===== src/rtl/aes_spi_slave.sv =====
// SPI slave front end for an AES core: receives data+key, starts the core,
// and serves the 128-bit result back to the master over the same link.
module aes_spi_slave #(
  parameter int Nk = 8
) (
  input  logic              clk,
  input  logic              rst,
  input  logic              sclk,
  input  logic              cs_n,
  input  logic              mosi,
  output logic              miso,
  output logic              core_start,
  output logic [127:0]      core_data,
  output logic [Nk*32-1:0]  core_key,
  input  logic              core_done,
  input  logic [127:0]      core_result,
  output logic              busy,
  output logic              frame_err
);

  localparam int W = 128 + Nk*32;
  localparam logic [8:0] RX_LAST = 9'(W);
  localparam logic [7:0] TX_LAST = 8'd128;

  typedef enum logic [2:0] {
    IDLE, RX, START, WAIT_CORE, TX_READY, TX
  } state_t;

  state_t         state, state_nx;
  logic           sclk_q, cs_q;
  logic           rise, fall, cs_rise;
  logic [8:0]     rx_cnt, rx_cnt_up;
  logic [7:0]     tx_cnt, tx_cnt_up;
  logic [W-1:0]   sr;
  logic [127:0]   tx_sr, res_q;
  logic           armed;

  assign rise      = sclk & ~sclk_q;
  assign fall      = ~sclk & sclk_q;
  assign cs_rise   = cs_n & ~cs_q;
  assign rx_cnt_up = rx_cnt + {8'd0, rise};
  assign tx_cnt_up = tx_cnt + {7'd0, rise};

  always_comb begin
    state_nx   = state;
    frame_err  = 1'b0;
    core_start = 1'b0;
    unique case (state)
      IDLE:
        if (!cs_q && armed) state_nx = RX;
      RX:
        if (rx_cnt == RX_LAST) begin
          state_nx = START;
        end else if (cs_rise && rx_cnt_up != RX_LAST) begin
          frame_err = 1'b1;
          state_nx  = IDLE;
        end
      START: begin
        core_start = 1'b1;
        state_nx   = WAIT_CORE;
      end
      WAIT_CORE:
        if (core_done) state_nx = TX_READY;
      TX_READY:
        if (!cs_q) state_nx = TX;
      TX:
        if (tx_cnt == TX_LAST) begin
          state_nx = IDLE;
        end else if (cs_rise && tx_cnt_up != TX_LAST) begin
          state_nx = TX_READY;
        end
      default:
        state_nx = IDLE;
    endcase
    if (rst) begin
      state_nx   = IDLE;
      frame_err  = 1'b0;
      core_start = 1'b0;
    end
  end

  always_ff @(posedge clk) begin
    if (rst) begin
      state  <= IDLE;
      sclk_q <= 1'b0;
      cs_q   <= 1'b1;
      rx_cnt <= '0;
      tx_cnt <= '0;
      sr     <= '0;
      tx_sr  <= '0;
      res_q  <= '0;
      armed  <= 1'b1;
    end else begin
      sclk_q <= sclk;
      cs_q   <= cs_n;
      if (cs_q) armed <= 1'b1;
      case (state)
        IDLE: rx_cnt <= '0;
        RX:
          if (frame_err) begin
            sr     <= '0;
            rx_cnt <= '0;
          end else if (rise && rx_cnt != RX_LAST) begin
            sr     <= {sr[W-2:0], mosi};
            rx_cnt <= rx_cnt_up;
          end
        WAIT_CORE:
          if (core_done) begin
            tx_sr <= core_result;
            res_q <= core_result;
          end
        TX_READY: tx_cnt <= '0;
        TX: begin
          if (state_nx == TX_READY) begin
            tx_sr <= res_q;
          end else begin
            if (fall) tx_sr <= tx_sr << 1;
            if (rise && tx_cnt != TX_LAST) tx_cnt <= tx_cnt_up;
          end
          // a master still holding cs_n low must release it before a new frame
          if (tx_cnt == TX_LAST) armed <= 1'b0;
        end
        default: ;
      endcase
      state <= state_nx;
    end
  end

  assign miso = !rst && (state == TX_READY || state == TX) && tx_sr[127];
  assign busy = !rst && (state != IDLE);
  assign core_data = rst ? '0 : sr[W-1 -: 128];
  assign core_key  = rst ? '0 : sr[Nk*32-1:0];

endmodule

===== config.mk =====
export PLATFORM = sky130hd
export DESIGN_NAME = aes_spi_slave
export DESIGN_NICKNAME = d
export VERILOG_FILES = /design/src/rtl/aes_spi_slave.sv
export SDC_FILE = /design/constraint.sdc
export NUM_CORES = 2
export LEC_CHECK = 0
export CORE_MARGIN = 3
export CORE_UTILIZATION = 50
export DETAILED_ROUTE_END_ITERATION = 12
export GPL_ROUTABILITY_DRIVEN = 0
export PLACE_DENSITY = 0.76
export REMOVE_ABC_BUFFERS = 1
export SKIP_CTS_REPAIR_TIMING = 1
export SLEW_MARGIN = 20
export SYNTH_ARGS = -nofsm -noshare
export SYNTH_HDL_FRONTEND = slang
export SYNTH_SLANG_ARGS = --single-unit

===== constraint.sdc =====
create_clock -name clk -period 6.34 [get_ports clk]
set_clock_uncertainty 0.1 [all_clocks]
set_input_delay 0.634 -clock clk [delete_from_list [all_inputs] [get_ports clk]]
set_output_delay 0.634 -clock clk [all_outputs]
set_load 0.01 [all_outputs]

After elaboration in Yosys (flattened, before gate mapping)

Index checks and enable logic that the tools add are counted.

Word-level logic and storage cells: 88
Bits in registers: 663
Output and inout port bits: 388

Equality and inequality tests: 17
Add/subtract/negate cells: 2
Reductions and logical operators: 22
Mux-type cells: 32
Bitwise logic cells: 6

Operators by type and width:

| kind                 | number |
|---|---|
| $mux W384            | 2 |
| $mux W128            | 4 |
| $mux W256            | 1 |
| $pmux W128 S2        | 1 |
| $mux W3              | 8 |
| $mux W9              | 2 |
| $ne A9 B9 Y1 const B | 2 |
| $pmux W3 S6          | 1 |
| $pmux W9 S2          | 1 |
| $mux W8              | 2 |
| $ne A8 B8 Y1 const B | 2 |
| $pmux W8 S2          | 1 |
| $add A9 B1 Y9        | 1 |
| $eq A3 B3 Y1 const B | 3 |
| $eq A9 B9 Y1 const B | 1 |
| $mux W1              | 9 |
| $add A8 B1 Y8        | 1 |
| $eq A8 B8 Y1 const B | 1 |
| $logic_and A1 B1 Y1  | 8 |
| $reduce_bool A2 Y1   | 4 |
| $eq A3 B2 Y1 const B | 2 |
| $ne A2 B2 Y1 const B | 3 |
| $ne A3 B3 Y1 const B | 2 |
| $reduce_and A2 Y1    | 3 |
| other kinds (8)      | 14 |

Logic depth before layout (Yosys ltp)

Depth in word-level cells: 12
Depth in mapped cells: 15
Depth with buffers taken out: 11

Worst setup path after synthesis

No wires, ideal clock.

Kind: input to register
From: in sclk
To: reg sr[234]
Path slack: 2958 ps
Stages: 15
Data arrival time: 3149 ps
Library setup time: 132 ps
Cell sequence: nand2b_1 > inv_1 > ha_1 > ha_1 > clkbuf_1 > a21oi_1 > o31a_1 > a311o_1 > a41oi_1 > nand2_1 > nand2b_1 > clkbuf_1 > clkbuf_1 > clkbuf_1 > a21oi_1

Cells in the longest elaborated chain, start to end: 10
Elaborated cells between the ends (all ways): 12
Classes of those cells: add/sub: 1; eq/ne: 1; mux: 5; bitwise: 1; reduce/logical: 4

RTL lines:

| what                                | line | text |
|---|---|---|
| start, declared                     | 8    | `input logic sclk,` |
| $and A1 B1 Y1 *                     | 38   | `assign rise = sclk & ~sclk_q;` |
| $add A9 B1 Y9                       | 41   | `assign rx_cnt_up = rx_cnt + {8'd0, rise};` |
| $ne A9 B9 Y1                        | 54   | `end else if (cs_rise && rx_cnt_up != RX_LAST) begin` |
| $logic_and A1 B1 Y1                 | 54   |  |
| $mux W1                             | 54   |  |
| $mux W1                             | 52   | `if (rx_cnt == RX_LAST) begin` |
| $mux W1                             | 48   | `unique case (state)` |
| $mux W1                             | 75   | `if (rst) begin` |
| $reduce_bool A2 Y1 (no source line) | n/a  |  |
| $reduce_and A2 Y1 (no source line)  | n/a  |  |
| end signal, assigned                | 104  | `sr <= {sr[W-2:0], mosi};` |
| end, declared                       | 34   | `logic [W-1:0] sr;` |

Mark *: on every way between the ends. The rest lies on a longest branch, timed or not.
A chain may end at the register's enable or synchronous reset.

Final worst setup path

From: in sclk
To: out frame_err

Cells in the longest elaborated chain, start to end: 8

RTL lines:

| what                | line | text |
|---|---|---|
| $and A1 B1 Y1       | 38   |  |
| $add A9 B1 Y9       | 41   |  |
| $ne A9 B9 Y1        | 54   |  |
| $logic_and A1 B1 Y1 | 54   |  |
| $mux W1             | 54   |  |
| $mux W1             | 52   |  |
| $mux W1             | 48   |  |
| $mux W1             | 75   |  |
| end, declared       | 18   | `output logic frame_err` |

No other way between the ends.

==> impl_metrics.tcl <==
set metrics [dict create \
    route.detailed.drc 0 \
    ys_warn_count 0 \
    powerDensity_nw_per_um2 237 \
    grt_pass1_wl_um 129000 \
    final_area_sq_um 36500 \
    clockRootBuffer "clkbuf_16" \
    crit_arrival_ps 3700 \
    die_h_um 246 \
    cp_max_fo 10 \
    grt_use_met1_pct 33.9 \
    cts_sinks 663 \
    finalSetupTns_ps 0 \
    port_buffers 521 \
    synth_area_per_cell_sq_um 7.75 \
    yosysTopAreaCell "dfxtp_1" \
    yosysSeqAreaShare_pct 46.1 \
    cts_buffers 71 \
    use_met2_pct 41.0 \
    htreeDepth 3 \
    dpl_cell_area_sq_um 34200 \
    setup_violations 0 \
    drv_cap 0 \
    routed_wl_um 82600 \
    min_path_type "reg2reg" \
    core_sq_um 56700 \
    finalCritPeriodShare_pct 69.9 \
    die_w_um 246 \
    vias 25800 \
    fmax_mhz 226 \
    final_util_pct 64.3 \
    first_global_vias 23700 \
    globalRouteMet3Util_pct 10.1 \
    post-place-cells 4711 \
    grt-busiest-layer "met2" \
    hold_viol_final 0 \
    cp-end-kind "output pin" \
    fin_cells 4832 \
    drt_iter0_drc 2001 \
    synth_seq_cells 663 \
    first_pass_iters 6 \
    clk_path_buf_depth 3 \
    io_pins 522 \
    clock_latency_ps 590 \
    ys_async_sr_fraction_pct 0 \
    globalRouteTotalUtil_pct 26.2 \
    finalMaxSlewViolations 0 \
    grt_max_degree 214 \
    peakVddDrop_uv 210 \
    ys_top_cells_by_area "dfxtp_1 46%, nand2_1 14%, a21oi_1 9.2%" \
    nets 4166 \
    wire_per_inst_um 17.1 \
    start_kind "input pin" \
    dieArea_sq_um 60500 \
    yosysMostFrequentCell "nand2_1" \
    critical_path_class "in2out" \
    p_leak_nw 12.6 \
    tritoncts "built" \
    synth_top_area_share_pct 46.1 \
    dpl.hpwl_um 52900 \
    area_growth_pct 26.6 \
    pre_cts_ws_ps 1670 \
    antenna_found_initial 2 \
    drive_gt1_share_pct 3.73 \
    grt-ovfl-total 0 \
    status "completed" \
    vias_per_cell 5.34 \
    synth_cells 3714 \
    worst_slack_ps 1910 \
    reg2reg_slack_ps 2120 \
    start_util_pct 50.8 \
    synth_common_cells "1043 x nand2_1, 663 x dfxtp_1, 532 x a21oi_1" \
    netlist_area_sq_um 28800 \
    slew_headroom_pct 28.3 \
    tightest_slew_ps 1080 \
    fp-row-count 87 \
    path_clk_slew_ps 60 \
    rsz0062_at_grt "false" \
    crit_required_ps 5610 \
    drtAntennaViolNets 0 \
    synth.distinct_cells 58 \
    synth_edf_count 0 \
    period_minus_slack_ps 4430 \
    ys_dominant_reg_cell "dfxtp_1" \
]
-- cell families (layout without fill, tap and decap cells) --
group | after synthesis | count (layout) | share of synthesized area, %
xor+xnor | 3 | 3 | 0.0913
compound gates | 705 | 705 | 14.9
buf+inv | 317 | 677 | 4.57
other cells | 0 | 2 | 0
fa+ha+maj | 4 | 4 | 0.174
mux | 126 | 126 | 4.38
flops | 663 | 663 | 46.1
simple gates | 1896 | 1896 | 29.8
-- worst paths after layout --
check / endpoint / start / depth (start not counted)
max: frame_err / sclk / 12
min: sr[383] / sr[383] / 2
max reg2reg: tx_sr[27] / state[0] / 8
min reg2reg: sr[383] / sr[383] / 2
-- where the power goes --
part           switching (mW)  leakage (nW)  internal [mW]
combinational           0.229          6.13          0.121
sequential            0.00245          5.34           4.17
clock                    1.68          1.13           2.43
total                    1.92          12.6           6.72
-- registers in the layout, indices dropped and copies added (netlist names) --
register and flops:
tx_cnt 8, rx_cnt 9, res_q 128, tx_sr 128
armed 1, cs_q 1, sclk_q 1, sr 384
state 3
-- cells in the final DEF (no fill, tap or decap), types with 4 or more instances in the layout --
master / Yosys / final
nand2_1: 1043 / 1042
dfxtp_1: 663 / 663
a21oi_1: 532 / 532
clkdlybuf4s50_1: 0 / 520
nor2b_1: 387 / 386
nor2_1: 279 / 278
nand2b_1: 135 / 134
mux2i_1: 126 / 126
a32o_1: 126 / 126
clkbuf_16: 0 / 74
buf_12: 0 / 17
clkbuf_8: 0 / 15
clkbuf_1: 232 / 15
nand3_1: 13 / 12
buf_4: 2 / 12
o21ai_0: 8 / 8
inv_1: 7 / 7
nor3_1: 8 / 7
clkinv_2: 0 / 7
or3_1: 5 / 5
nor4_1: 5 / 5
nand4_1: 5 / 5
a311oi_1: 5 / 5
a31oi_1: 5 / 5
ha_1: 4 / 4
-- metal layers --
metal | share of wire [%] | wire length [um]
met5 | 0 | 0
met4 | 2.5 | 2040
met3 | 10 | 8540
met2 | 45 | 37500
met1 | 42 | 34500
-- stage by stage --
step	hold WS (ps)	power [mW]
global route	373	8.90
finish	348	8.63
CTS	352	8.70
global placement	338	4.61
detailed placement	344	4.61
floorplan	327	4.38
-- final cells by class --
| cell class | instances | area, sq um |
|---|---|---|
| Antenna cell | 2 | 5.00 |
| Clock buffer | 104 | 2110 |
| Clock inverter | 15 | 175 |
| Fill cell | 4902 | 20300 |
| Inverter | 7 | 26.3 |
| Multi-Input combinational cell | 2734 | 14300 |
| Sequential cell | 663 | 13300 |
| Tap cell | 756 | 946 |
| Timing Repair Buffer | 551 | 5660 |
-- critical path: stages --
cell and delay (ps):
clkdlybuf4s50_1 480, nand2b_1 120, inv_1 160, ha_1 250, ha_1 400, a21oi_1 70, o31a_1 250, a311o_1 310
a41oi_1 190, nand2_1 150, nor2_1 120, clkdlybuf4s50_1 570
(Power assumes the default switching activity.)
